### src/rtl/vga_sprite_render.sv
// -----------------------------------------------------------------------------
// vga_sprite_render
//
// Pixel-colour stage that sits directly after the 640x480@60 VGA timing
// generator. It draws two rectangular player sprites and a ground band over a
// flat background colour. Sprite positions, enables and colours are sampled
// once per frame, at the start of vertical blanking, so the picture never
// tears. Colour, blank and both syncs leave the block aligned, two clocks
// after the matching hcnt/vcnt value.
//
// Ports:
//   clk                  pixel clock (25 MHz), shared with the timing generator
//   reset                synchronous, active-high
//   hcnt, vcnt           pixel column / line from the timing generator
//   video_on             visible-area flag, aligned with hcnt/vcnt
//   hsync_in, vsync_in   active-low syncs, already one clock behind hcnt/vcnt
//   p1_*, p2_*           requested sprite position, enable and colour
//   rgb                  RGB888 pixel, zero outside the visible area
//   hsync_out, vsync_out active-low syncs aligned with rgb
//   blank_n              high while rgb carries a visible pixel
//   frame_tick           one-clock pulse when the sprite inputs are latched
// -----------------------------------------------------------------------------
module vga_sprite_render #(
    parameter int          SPR_W        = 64,
    parameter int          SPR_H        = 96,
    parameter int          GROUND_Y     = 440,
    parameter logic [23:0] BG_COLOR     = 24'h202040,
    parameter logic [23:0] GROUND_COLOR = 24'h406020
) (
    input  logic        clk,
    input  logic        reset,
    input  logic [9:0]  hcnt,
    input  logic [9:0]  vcnt,
    input  logic        video_on,
    input  logic        hsync_in,
    input  logic        vsync_in,
    input  logic [9:0]  p1_x,
    input  logic [9:0]  p1_y,
    input  logic [9:0]  p2_x,
    input  logic [9:0]  p2_y,
    input  logic        p1_en,
    input  logic        p2_en,
    input  logic [23:0] p1_color,
    input  logic [23:0] p2_color,
    output logic [23:0] rgb,
    output logic        hsync_out,
    output logic        vsync_out,
    output logic        blank_n,
    output logic        frame_tick
);

    // Sprite extents and ground line widened to 11 bits so that x+SPR_W and
    // y+SPR_H never wrap back into the visible area.
    localparam logic [10:0] SPR_W_EXT    = 11'(SPR_W);
    localparam logic [10:0] SPR_H_EXT    = 11'(SPR_H);
    localparam logic [10:0] GROUND_Y_EXT = 11'(GROUND_Y);

    // Frame-latched copies of the game-logic inputs
    logic [9:0]  p1_x_r;
    logic [9:0]  p1_y_r;
    logic [9:0]  p2_x_r;
    logic [9:0]  p2_y_r;
    logic        p1_en_r;
    logic        p2_en_r;
    logic [23:0] p1_color_r;
    logic [23:0] p2_color_r;
    logic        frame_tick_r;

    // Stage 1 pipeline
    logic        hit1_r;
    logic        hit2_r;
    logic        gnd_r;
    logic        vis1_r;
    logic        hsync_r;
    logic        vsync_r;

    // Stage 2 pipeline
    logic [23:0] rgb_r;
    logic        blank_n_r;

    logic        latch_s;
    logic        hit1_s;
    logic        hit2_s;
    logic        gnd_s;
    logic [23:0] pix_s;

    // True when the counters sit on (h,v) inside an enabled sprite's box.
    function automatic logic sprite_hit(
        input logic       en,
        input logic [9:0] x,
        input logic [9:0] y,
        input logic [9:0] h,
        input logic [9:0] v
    );
        logic [10:0] h_ext;
        logic [10:0] v_ext;
        logic [10:0] x_ext;
        logic [10:0] y_ext;
        h_ext = {1'b0, h};
        v_ext = {1'b0, v};
        x_ext = {1'b0, x};
        y_ext = {1'b0, y};
        return en && (h_ext >= x_ext) && (h_ext < (x_ext + SPR_W_EXT)) &&
               (v_ext >= y_ext) && (v_ext < (y_ext + SPR_H_EXT));
    endfunction

    // Latch point: first blanking column of the last visible line.
    assign latch_s = (hcnt == 10'd640) && (vcnt == 10'd479);

    // Stage-1 combinational hit tests against the latched sprite state
    always_comb begin
        hit1_s = sprite_hit(p1_en_r, p1_x_r, p1_y_r, hcnt, vcnt);
        hit2_s = sprite_hit(p2_en_r, p2_x_r, p2_y_r, hcnt, vcnt);
        gnd_s  = ({1'b0, vcnt} >= GROUND_Y_EXT);
    end

    // Per-frame shadow registers and the frame_tick pulse
    always_ff @(posedge clk) begin
        if (reset) begin
            p1_x_r       <= 10'd0;
            p1_y_r       <= 10'd0;
            p2_x_r       <= 10'd0;
            p2_y_r       <= 10'd0;
            p1_en_r      <= 1'b0;
            p2_en_r      <= 1'b0;
            p1_color_r   <= 24'h000000;
            p2_color_r   <= 24'h000000;
            frame_tick_r <= 1'b0;
        end else begin
            frame_tick_r <= latch_s;
            if (latch_s) begin
                p1_x_r     <= p1_x;
                p1_y_r     <= p1_y;
                p2_x_r     <= p2_x;
                p2_y_r     <= p2_y;
                p1_en_r    <= p1_en;
                p2_en_r    <= p2_en;
                p1_color_r <= p1_color;
                p2_color_r <= p2_color;
            end
        end
    end

    // Stage 1 register; syncs arrive one clock late so they take one stage only
    always_ff @(posedge clk) begin
        if (reset) begin
            hit1_r  <= 1'b0;
            hit2_r  <= 1'b0;
            gnd_r   <= 1'b0;
            vis1_r  <= 1'b0;
            hsync_r <= 1'b1;
            vsync_r <= 1'b1;
        end else begin
            hit1_r  <= hit1_s;
            hit2_r  <= hit2_s;
            gnd_r   <= gnd_s;
            vis1_r  <= video_on;
            hsync_r <= hsync_in;
            vsync_r <= vsync_in;
        end
    end

    // Stage-2 colour priority: blanking, sprite 1, sprite 2, ground, background
    always_comb begin
        pix_s = BG_COLOR;
        if (!vis1_r) begin
            pix_s = 24'h000000;
        end else if (hit1_r) begin
            pix_s = p1_color_r;
        end else if (hit2_r) begin
            pix_s = p2_color_r;
        end else if (gnd_r) begin
            pix_s = GROUND_COLOR;
        end else begin
            pix_s = BG_COLOR;
        end
    end

    // Stage 2 register driving the colour and blank outputs
    always_ff @(posedge clk) begin
        if (reset) begin
            rgb_r     <= 24'h000000;
            blank_n_r <= 1'b0;
        end else begin
            rgb_r     <= pix_s;
            blank_n_r <= vis1_r;
        end
    end

    assign rgb        = rgb_r;
    assign blank_n    = blank_n_r;
    assign hsync_out  = hsync_r;
    assign vsync_out  = vsync_r;
    assign frame_tick = frame_tick_r;

endmodule
### config.mk
export PLATFORM = sky130hd
export DESIGN_NAME = vga_sprite_render
export DESIGN_NICKNAME = d
export VERILOG_FILES = /design/src/rtl/vga_sprite_render.sv
export SDC_FILE = /design/constraint.sdc
export NUM_CORES = 1
export LEC_CHECK = 0
export ABC_CLOCK_PERIOD_IN_PS = 3480
export BUFFER_PORTS_ARGS = -buffer_cell sky130_fd_sc_hd__buf_2
export CORE_MARGIN = 2
export CORE_UTILIZATION = 30
export CTS_CLUSTER_DIAMETER = 60
export DETAILED_ROUTE_END_ITERATION = 7
export HOLD_SLACK_MARGIN = 0.12
export PLACE_DENSITY = 0.48
export SLEW_MARGIN = 40
export SYNTH_ARGS = -nofsm -noshare
export SYNTH_HDL_FRONTEND = slang
export SYNTH_SLANG_ARGS = --single-unit
### constraint.sdc
create_clock -name clk -period 3.48 [get_ports clk]
set_input_delay 0 -clock clk [delete_from_list [all_inputs] [get_ports clk]]
set_output_delay 0 -clock clk [all_outputs]
set_load 0.05 [all_outputs]
# Word-level counts from Yosys, hierarchy flattened
# Index checks and enable logic that the tools add are counted.
[op_classes]
n_eq_ne = 2
bitwise = 1
n_addsub = 4
div = 0
n_reduce_logical = 10
mul = 0
n_lt_le_gt_ge = 9
shift = 0
n_mux = 3
[op_table]
columns = ["op", "n"]
rows = [
  ["2-to-1 mux 24 bit", 2],
  ["adder 10 x 7 -> 11 bit, second input constant", 4],
  ["< comparator 10 x 11 -> 1 bit", 4],
  [">= comparator 10 bit", 4],
  ["2-to-1 mux 23 bit", 1],
  ["== test 10 bit, second input constant", 1],
  ["== test 10 x 9 -> 1 bit, second input constant", 1],
  [">= comparator 10 x 9 -> 1 bit, second input constant", 1],
  ["logical AND 1 bit", 9],
  ["OR reduction 2 bit", 1],
  ["NOT 1 bit", 1],
]
[word_totals]
latch_bits = 0
in_bits = 115
wordCells = 46
mem_bits_ro = 0
regBits = 122
output_inout_bits = 28
mem_bits_rw = 0
n_memories = 0

# Longest topological paths before layout
# Gate-level depths: netlist of run 1.
[logic_depth]
depth_word = 5
depth_mapped = 9

# Least setup slack after synthesis of run 1
# No wires, ideal clock.
[synth_path]
path_type = "register -> register"
from = "register p1_y_r[5]"
to = "register hit1_r"
path_stages_with_launch = 9
synth_period_minus_slack_ns = 1.948
n_path_buf = 0
required_ns = 3.419
slack_ns = 1.532
arrival_ns = 1.887
cell_sequence = "dfxtp_1 > inv_1 > ha_1 > nor3_1 > xnor2_1 > ha_1 > a21o_1 > a2111oi_0 > and4_1"
[synth_between]
elab_chain_cells = 3
elab_cells_between_ends = 5
cone_classes = "add/sub (1); order compare (2); reduce/logical (2)"
[synth_rtl]
columns = ["item", "line_no", "source"]
rows = [
  ["start, declared", "60", "logic [9:0] p1_y_r;"],
  ["start signal, assigned", "133", "p1_y_r <= p1_y;"],
  ["adder 10 x 7 -> 11 bit or >= comparator 10 bit (tied branches)", "104", "(v_ext >= y_ext) && (v_ext < (y_ext + SPR_H_EXT));"],
  ["< comparator 10 x 11 -> 1 bit or logical AND 1 bit (tied branches)", "104, 103", ""],
  ["logical AND 1 bit (*)", "104", ""],
  ["end signal, assigned", "154", "hit1_r <= hit1_s;"],
  ["end, declared", "70", "logic hit1_r;"],
]
# Every way passes the cells marked *; elsewhere a longest branch is shown, timed or not.
# A chain may end at the register's enable or synchronous reset.

# Worst setup path in the final report of run 1
[layout_path]
from = "input vcnt[5]"
to = "register p2_color_r[6]"
[layout_between]
elab_chain_cells = 2
[layout_rtl]
columns = ["item", "line_no", "source"]
rows = [
  ["start, declared", "33", "input logic [9:0] vcnt,"],
  ["== test 10 x 9 -> 1 bit", "108", "assign latch_s = (hcnt == 10'd640) && (vcnt == 10'd479);"],
  ["logical AND 1 bit", "108", ""],
  ["end signal, assigned", "139", "p2_color_r <= p2_color;"],
  ["end, declared", "66", "logic [23:0] p2_color_r;"],
]
# No other way between the ends.

==> run_results.csv, run 1 <==
group,metric,value,unit
floorplanning,rows,54,
critical_path,crit_fanout,90,
status,status,"completed",
pwr,leakage,3.73,nW
yosys,synth_seq_area_share,36.7,%
critical_path,endpoint_kind,"register",
yosys,netlist_instances,768,
critical_path,cp.required,3840,ps
floorplanning,start_util,30.5,%
timing,period_share,78.5,%
timing,slew_headroom,49.7,%
floorplanning,pin_count,143,
yosys,syn-num-nets,945,
placed_design,port_buffers,142,
detailed_routing,drc_errors,0,
critical_path,crit_top_cell,"dlygate4sd3_1",
worst_hold_path,min_path_type,"in2reg",
yosys,synth_cell_types,40,
clocking,cts.path.max_buffers,2,
critical_path,worst_setup_path_start_kind,"input pin",
yosys,synth_area,0.00665,mm2
clocking,clk_pin_slew,60,ps
worst_hold_path,hold_depth,5,
timing,fin_crit,2730,ps
critical_path,cp_cell_sequence,"dlygate4sd3_1, buf_2, nor4b_1, and3_4, buf_12, nand2_2, a21oi_2, dlygate4sd3_1",
floorplanning,core_area,0.0218,mm2
finish,drive_gt1_share,34.9,%
clocking,htree_levels,4,
finish,layout_common_cells,"dlygate4sd3_1 (144), buf_2 (141), dfxtp_1 (121), nand2_1 (114)",
timing,fin_tns_setup,0,ps
global_route,grt_overflow_total,0,
finish,seq_area,0.00245,mm2
pwr,p_total,3.47,mW
job,max-cap-violations,0,
finish,antenna_cells,0,
placed_design,place_congestion,0.824,
timing,grt_setup_unrepaired,"no",
finish,fillers,2168,
critical_path,slowest_delay,670,ps
finish,multi_input_area,0.00373,mm2
timing,fin_ws,748,ps
clocking,cts_buffers,17,
critical_path,reg2reg_depth,9,
global_route,first_global_vias,6129,
yosys,syn_avg_cell_area,8.65,um2
placed_design,post-place-ws,1330,ps
global_route,grt_use_total,16.0,%
timing,hold_viol_final,0,
clocking,insertion_delay,410,ps
clocking,ctsRootBufferMaster,"clkbuf_16",
detailed_routing,vias,5984,
clocking,cts_sinks,122,
floorplanning,die_width,153,um
detailed_routing,via_per_inst,4.49,
timing,final-setup-viol-count,0,
detailed_routing,ant_nets,0,
yosys,ys_warn_count,0,
pwr,peakVddDrop,0.000266,V
global_route,grt_max_degree,91,
timing,fmax,0.366,GHz
detailed_routing,firstDrtPassIters,5,
global_route,grt_pass1_wl,30500,um
detailed_routing,wirelength,18400,um
pwr,power_density,365,mW/mm2
finish,area_delta_synth_final,42.8,%
placed_design,hpwlAfterDp,11800,um
timing,worst_pin_slew,744,ps
finish,fin_nets,1217,
detailed_routing,wl_per_cell,13.8,um
critical_path,cp_slowest_cell,"nor4b_1",
finish,final_common_cell,"dlygate4sd3_1",
global_route,antenna_found_initial,0,
clocking,cts_tree,"yes",
floorplanning,dieArea,0.0234,mm2
critical_path,worst_ep_arrival_time,3090,ps
clocking,cts_resized,0,
critical_path,worstSetupPathType,"in2reg",
floorplanning,die_h,153,um
timing,report.final.slew_viol_count,0,
yosys,ys_ff_latch,122,
detailed_routing,first_iter_violations,268,
timing,clock_skew,6.32,ps
through the flow:
stage / std cells / instance area [um2] / hold WS [ps] / utilization (%)
global placement: 1157 / 7480 / 189 / 34.4
global route: 1333 / 9490 / 130 / 43.6
detailed placement: 1157 / 7480 / 186 / 34.4
floorplan: 768 / 6650 / 104 / -
CTS: 1333 / 9490 / 127 / 43.6
finish: 1333 / 9490 / 133 / 43.6
state kept, by name (all words and copies together) (netlist names), 10 cells and up:
signal / count
p1_y_r: 10
p2_y_r: 10
p2_x_r: 10
p1_color_r: 24
p2_color_r: 24
rgb: 24
p1_x_r: 10
report_power, final:
part / internal (mW) / total (mW) / switching [mW]
clock: 1.00 / 1.72 / 0.722
combinational: 0.176 / 0.342 / 0.166
sequential: 1.40 / 1.40 / 0.00121
total: 2.58 / 3.47 / 0.889
logic make-up (layout without fill, tap and decap cells):
family	after synthesis	in the layout	share of synthesized area, %
xor gates and xnor gates	10	10	1.32
and+or+nand+nor	302	302	22.2
DFF	122	122	36.7
adders and majority gates	62	62	11.7
AOI/OAI and AO/OA	186	186	20.7
buffers and inverters	86	371	7.30
Yosys cell counts:
cell type | instances | share of area [%]
a211oi_1 | 5 | 0.56
xor2_1 | 2 | 0.26
nor4_1 | 4 | 0.38
o221ai_1 | 1 | 0.13
o21a_1 | 4 | 0.45
nand3b_1 | 1 | 0.11
nand4_1 | 6 | 0.56
a21oi_1 | 44 | 3.3
nand2b_1 | 6 | 0.56
nor4b_1 | 1 | 0.13
nor2b_1 | 8 | 0.75
o311a_1 | 1 | 0.15
dfxtp_1 | 122 | 37
nor2_1 | 53 | 3.0
o2111ai_1 | 3 | 0.40
a2111oi_0 | 2 | 0.26
nand3_1 | 9 | 0.68
and3_4 | 1 | 0.17
inv_1 | 46 | 2.6
nor2_4 | 1 | 0.17
buf_1 | 2 | 0.11
o211ai_1 | 2 | 0.23
a31oi_1 | 6 | 0.56
xnor2_1 | 8 | 1.1
nand2_1 | 114 | 6.4
nand2_2 | 90 | 8.5
clkbuf_1 | 28 | 1.6
buf_12 | 10 | 3.0
a31o_2 | 1 | 0.13
o31ai_1 | 1 | 0.11
a21oi_2 | 90 | 12
a21o_1 | 11 | 1.2
ha_1 | 62 | 12
and4_1 | 1 | 0.13
a22oi_1 | 1 | 0.11
or4_4 | 1 | 0.17
o21ai_0 | 11 | 0.83
nor3_1 | 4 | 0.30
or2_2 | 2 | 0.19
a211o_1 | 3 | 0.40
timing repair:
action	in CTS	in global routing
hold buffers	144	0
hold endpoints to repair	95	0
buffers inserted	0	0
path summary, 6_finish.rpt:
path / start / endpoint / slack, ps
min reg2reg: p2_color_r[13] / p2_color_r[13] / 460
max: vcnt[5] / p2_color_r[6] / 750
max reg2reg: p1_y_r[5] / hit1_r / 1270
min: hcnt[1] / frame_tick / 130
layout make-up:
cell class,count,share of cell area [%]
clock inverter,14,1.45
clock buffer,18,4.52
timing repair buffer,293,23.4
sequential,122,25.8
tap,280,3.69
inverter,46,1.82
multi-input combinational,560,39.3
layer usage:
layer	up-vias	part of all wire (%)	global-route usage (%)	wire length, um
met2	112	45	26.4	8340
met4	0	1.2	4.32	212
met3	15	3.5	3.37	648
li1	3112	-	-	-
met1	2745	50	21.4	9180
met5	-	0	0	0
critical path, delay by kind of cell:
| family | cells | cell delay (ps) |
|---|---|---|
| buf+inv | 4 | 1720 |
| simple gates | 3 | 1140 |
| compound gates | 1 | 160 |
Note: power is estimated with default switching activity, not from simulation.
==> run 2, diff against run 1 <==
- ABC_AREA: unset -> 1
- ABC_CLOCK_PERIOD_IN_PS: 3480 -> 2500
- PLACE_DENSITY: 0.48 -> 0.5
- clock period: 3.48 -> 2.5 ns (I/O delays scaled with it)
==> run 2 against run 1 <==
  * Largest power group unchanged
  * Via count is 2.8% higher
  * Largest cell class unchanged
  * Core utilization is 0.35 points lower
  * Worst setup slack worse by 170 ps
  * Critical endpoint is now hit1_r
==> run_results.csv, run 2 <==
group,metric,value,unit
status,status,"completed",
critical_path,cp_cell_sequence,"inv_1, ha_1, nor3_1, xor2_1, ha_1, nand3_1, nor2_1, nor2_1, nand2_1, nor2_1",
pwr,peakVddDrop,0.000402,V
critical_path,endpoint_kind,"register",
yosys,netlist_instances,853,
yosys,synth_seq_area_share,39.3,%
critical_path,worst_ep_arrival_time,2270,ps
floorplanning,core_area,0.0203,mm2
yosys,yosysMostFrequentCell,"nor2_1",
timing,grt_setup_unrepaired,"no",
global_route,grt_use_total,17.0,%
critical_path,crit_start,"p1_y_r[5]",
detailed_routing,wl_per_cell,13.4,um
global_route,grt_use_met1,22.0,%
yosys,netlist_top_cells_count,"nor2_1 (213), dfxtp_1 (122), nand2_1 (104)",
finish,drive_gt1_share,17.0,%
global_route,grt_overflow_total,0,
worst_hold_path,hold_depth,7,
global_route,grt_util_met3,3.80,%
detailed_routing,wirelength,18500,um
critical_path,cp.required,2850,ps
timing,slew_headroom,51.8,%
worst_hold_path,min-delay-start,"vcnt[9]",
critical_path,r2r_start,"p1_y_r[5]",
yosys,synth_top_area_share,39.3,%
floorplanning,start_util,30.6,%
critical_path,worst_setup_path_start_kind,"register",
detailed_routing,ant_nets,0,
global_route,grt_busiest_layer,"met2",
clocking,insertion_delay,420,ps
detailed_routing,firstDrtPassIters,5,
timing,hold_viol_final,0,
yosys,synthTopCellsByArea,"dfxtp_1 (39%), nor2_1 (13%), ha_1 (12%), o21ai_0 (6.7%), nand2_1 (6.3%)",
placed_design,place_congestion,0.788,
floorplanning,die_width,148,um
timing,clock_skew,7.00,ps
finish,fin_nets,1273,
clocking,post_cts.repair.setup_buffers,0,
global_route,first_global_vias,5948,
timing,worst_pin_slew,722,ps
yosys,yosysTopAreaCell,"dfxtp_1",
clocking,cts_resized,0,
pwr,leakage,4.20,nW
global_route,grt_max_degree,90,
pwr,power_density,549,mW/mm2
yosys,synth_ff_type,"dfxtp_1",
detailed_routing,via_per_inst,4.46,
finish,area_delta_synth_final,41.3,%
yosys,ys_ff_latch,122,
yosys,ys_warn_count,0,
yosys,synth_area,0.00622,mm2
floorplanning,dieArea,0.0219,mm2
placed_design,dpl_cell_area,0.00710,mm2
finish,fillers,2105,
critical_path,crit_fanout,4,
timing,fin_tns_setup,0,ps
detailed_routing,drc_errors,0,
timing,fmax,0.521,GHz
yosys,synth_cell_types,29,
placed_design,port_buffers,142,
critical_path,crit_top_cell,"nor2_1",
timing,fin_crit,1920,ps
detailed_routing,vias,6153,
clocking,cts_tree,"yes",
finish,final_common_cell,"nor2_1",
critical_path,critPathBufInv,1,
worst_hold_path,min_path_type,"in2reg",
critical_path,path_depth,10,
floorplanning,die_h,148,um
timing,final-setup-viol-count,0,
floorplanning,pin_count,143,
pwr,p_total,4.82,mW
critical_path,crit_family,"simple AND/OR/NAND/NOR gates",
clocking,cts_hold_buf,110,
yosys,syn-num-nets,1030,
detailed_routing,first_iter_violations,213,
yosys,async_flop_share,0,%
clocking,htree_levels,4,
finish,post-route-cell-area,0.00878,mm2
job,max-cap-violations,0,
timing,period_share,76.8,%
global_route,grt_pass1_wl,29200,um
critical_path,cp_slowest_cell,"dfxtp_1",
clocking,cts_sinks,122,
yosys,syn_avg_cell_area,7.29,um2
floorplanning,rows,52,
placed_design,hpwlAfterDp,12600,um
clocking,ctsRootBufferMaster,"clkbuf_16",
timing,report.final.slew_viol_count,0,
global_route,use_met2,28.3,%
critical_path,slowest_delay,380,ps
finish,layout_common_cells,"nor2_1 (213), buf_2 (142), dfxtp_1 (122), dlygate4sd3_1 (110), nand2_1 (104)",
clocking,clk_pin_slew,60,ps
clocking,cts_buffers,17,
global_route,antenna_found_initial,1,
clocking,cts.path.max_buffers,2,
yosys,synth_enable_flop_cells,0,
critical_path,reg2reg_depth,10,
critical_path,worstSetupPathType,"reg2reg",
[run 2: path summary, 6_finish.rpt]
check             endpoint  slack [ps]
hold / removal      hit2_r         180
setup / recovery    hit1_r         580
hold reg to reg     rgb[1]         460
setup reg to reg    hit1_r         580
[run 2: per-stage QoR]
stage	setup WS, ps	std cells	util (%)	hold slack (ps)
finish	580	1379	43.3	183
global route	447	1379	43.3	233
CTS	588	1378	43.2	161
detailed placement	562	1237	35.0	188
global placement	608	1237	35.0	189
floorplan	880	853	-	69.1
[run 2: per-layer routing]
layer | vias to the layer above | part of all wire (%)
met3 | 18 | 3.7
met5 | - | 0
met2 | 124 | 46
li1 | 3238 | -
met1 | 2773 | 48
met4 | 0 | 1.5
[run 2: cell type report]
class | instances | area, um2 | area share (%)
Antenna cell | 1 | 2.50 | 0.0285
Clock buffer | 18 | 429 | 4.89
Clock inverter | 13 | 145 | 1.65
Inverter | 90 | 338 | 3.85
Multi-Input combinational cell | 605 | 3200 | 36.4
Sequential cell | 122 | 2440 | 27.8
Tap cell | 270 | 338 | 3.85
Timing Repair Buffer | 260 | 1890 | 21.5
[run 2: logic make-up (layout without fill, tap and decap cells)]
family          after synthesis  count (layout)  share of synthesized area (%)
flops                       122             122                           39.3
simple gates                388             388                           25.4
compound gates              145             145                           12.2
fa+ha+maj                    62              62                           12.5
xor+xnor                     10              10                           1.41
other cells                   0               1                              0
buf+inv                     126             381                           9.20
[run 2: power by group]
| group | internal [mW] | switching (mW) |
|---|---|---|
| clock network | 1.47 | 0.943 |
| logic | 0.243 | 0.212 |
| registers | 1.95 | 0.00149 |
| total | 3.66 | 1.16 |
[run 2: worst register-to-register path: stages (launching register included)]
cell and delay [ps]:
dfxtp_1 380, inv_1 90, ha_1 240, nor3_1 270
xor2_1 170, ha_1 250, nand3_1 120, nor2_1 50
nor2_1 100, nand2_1 80, nor2_1 100
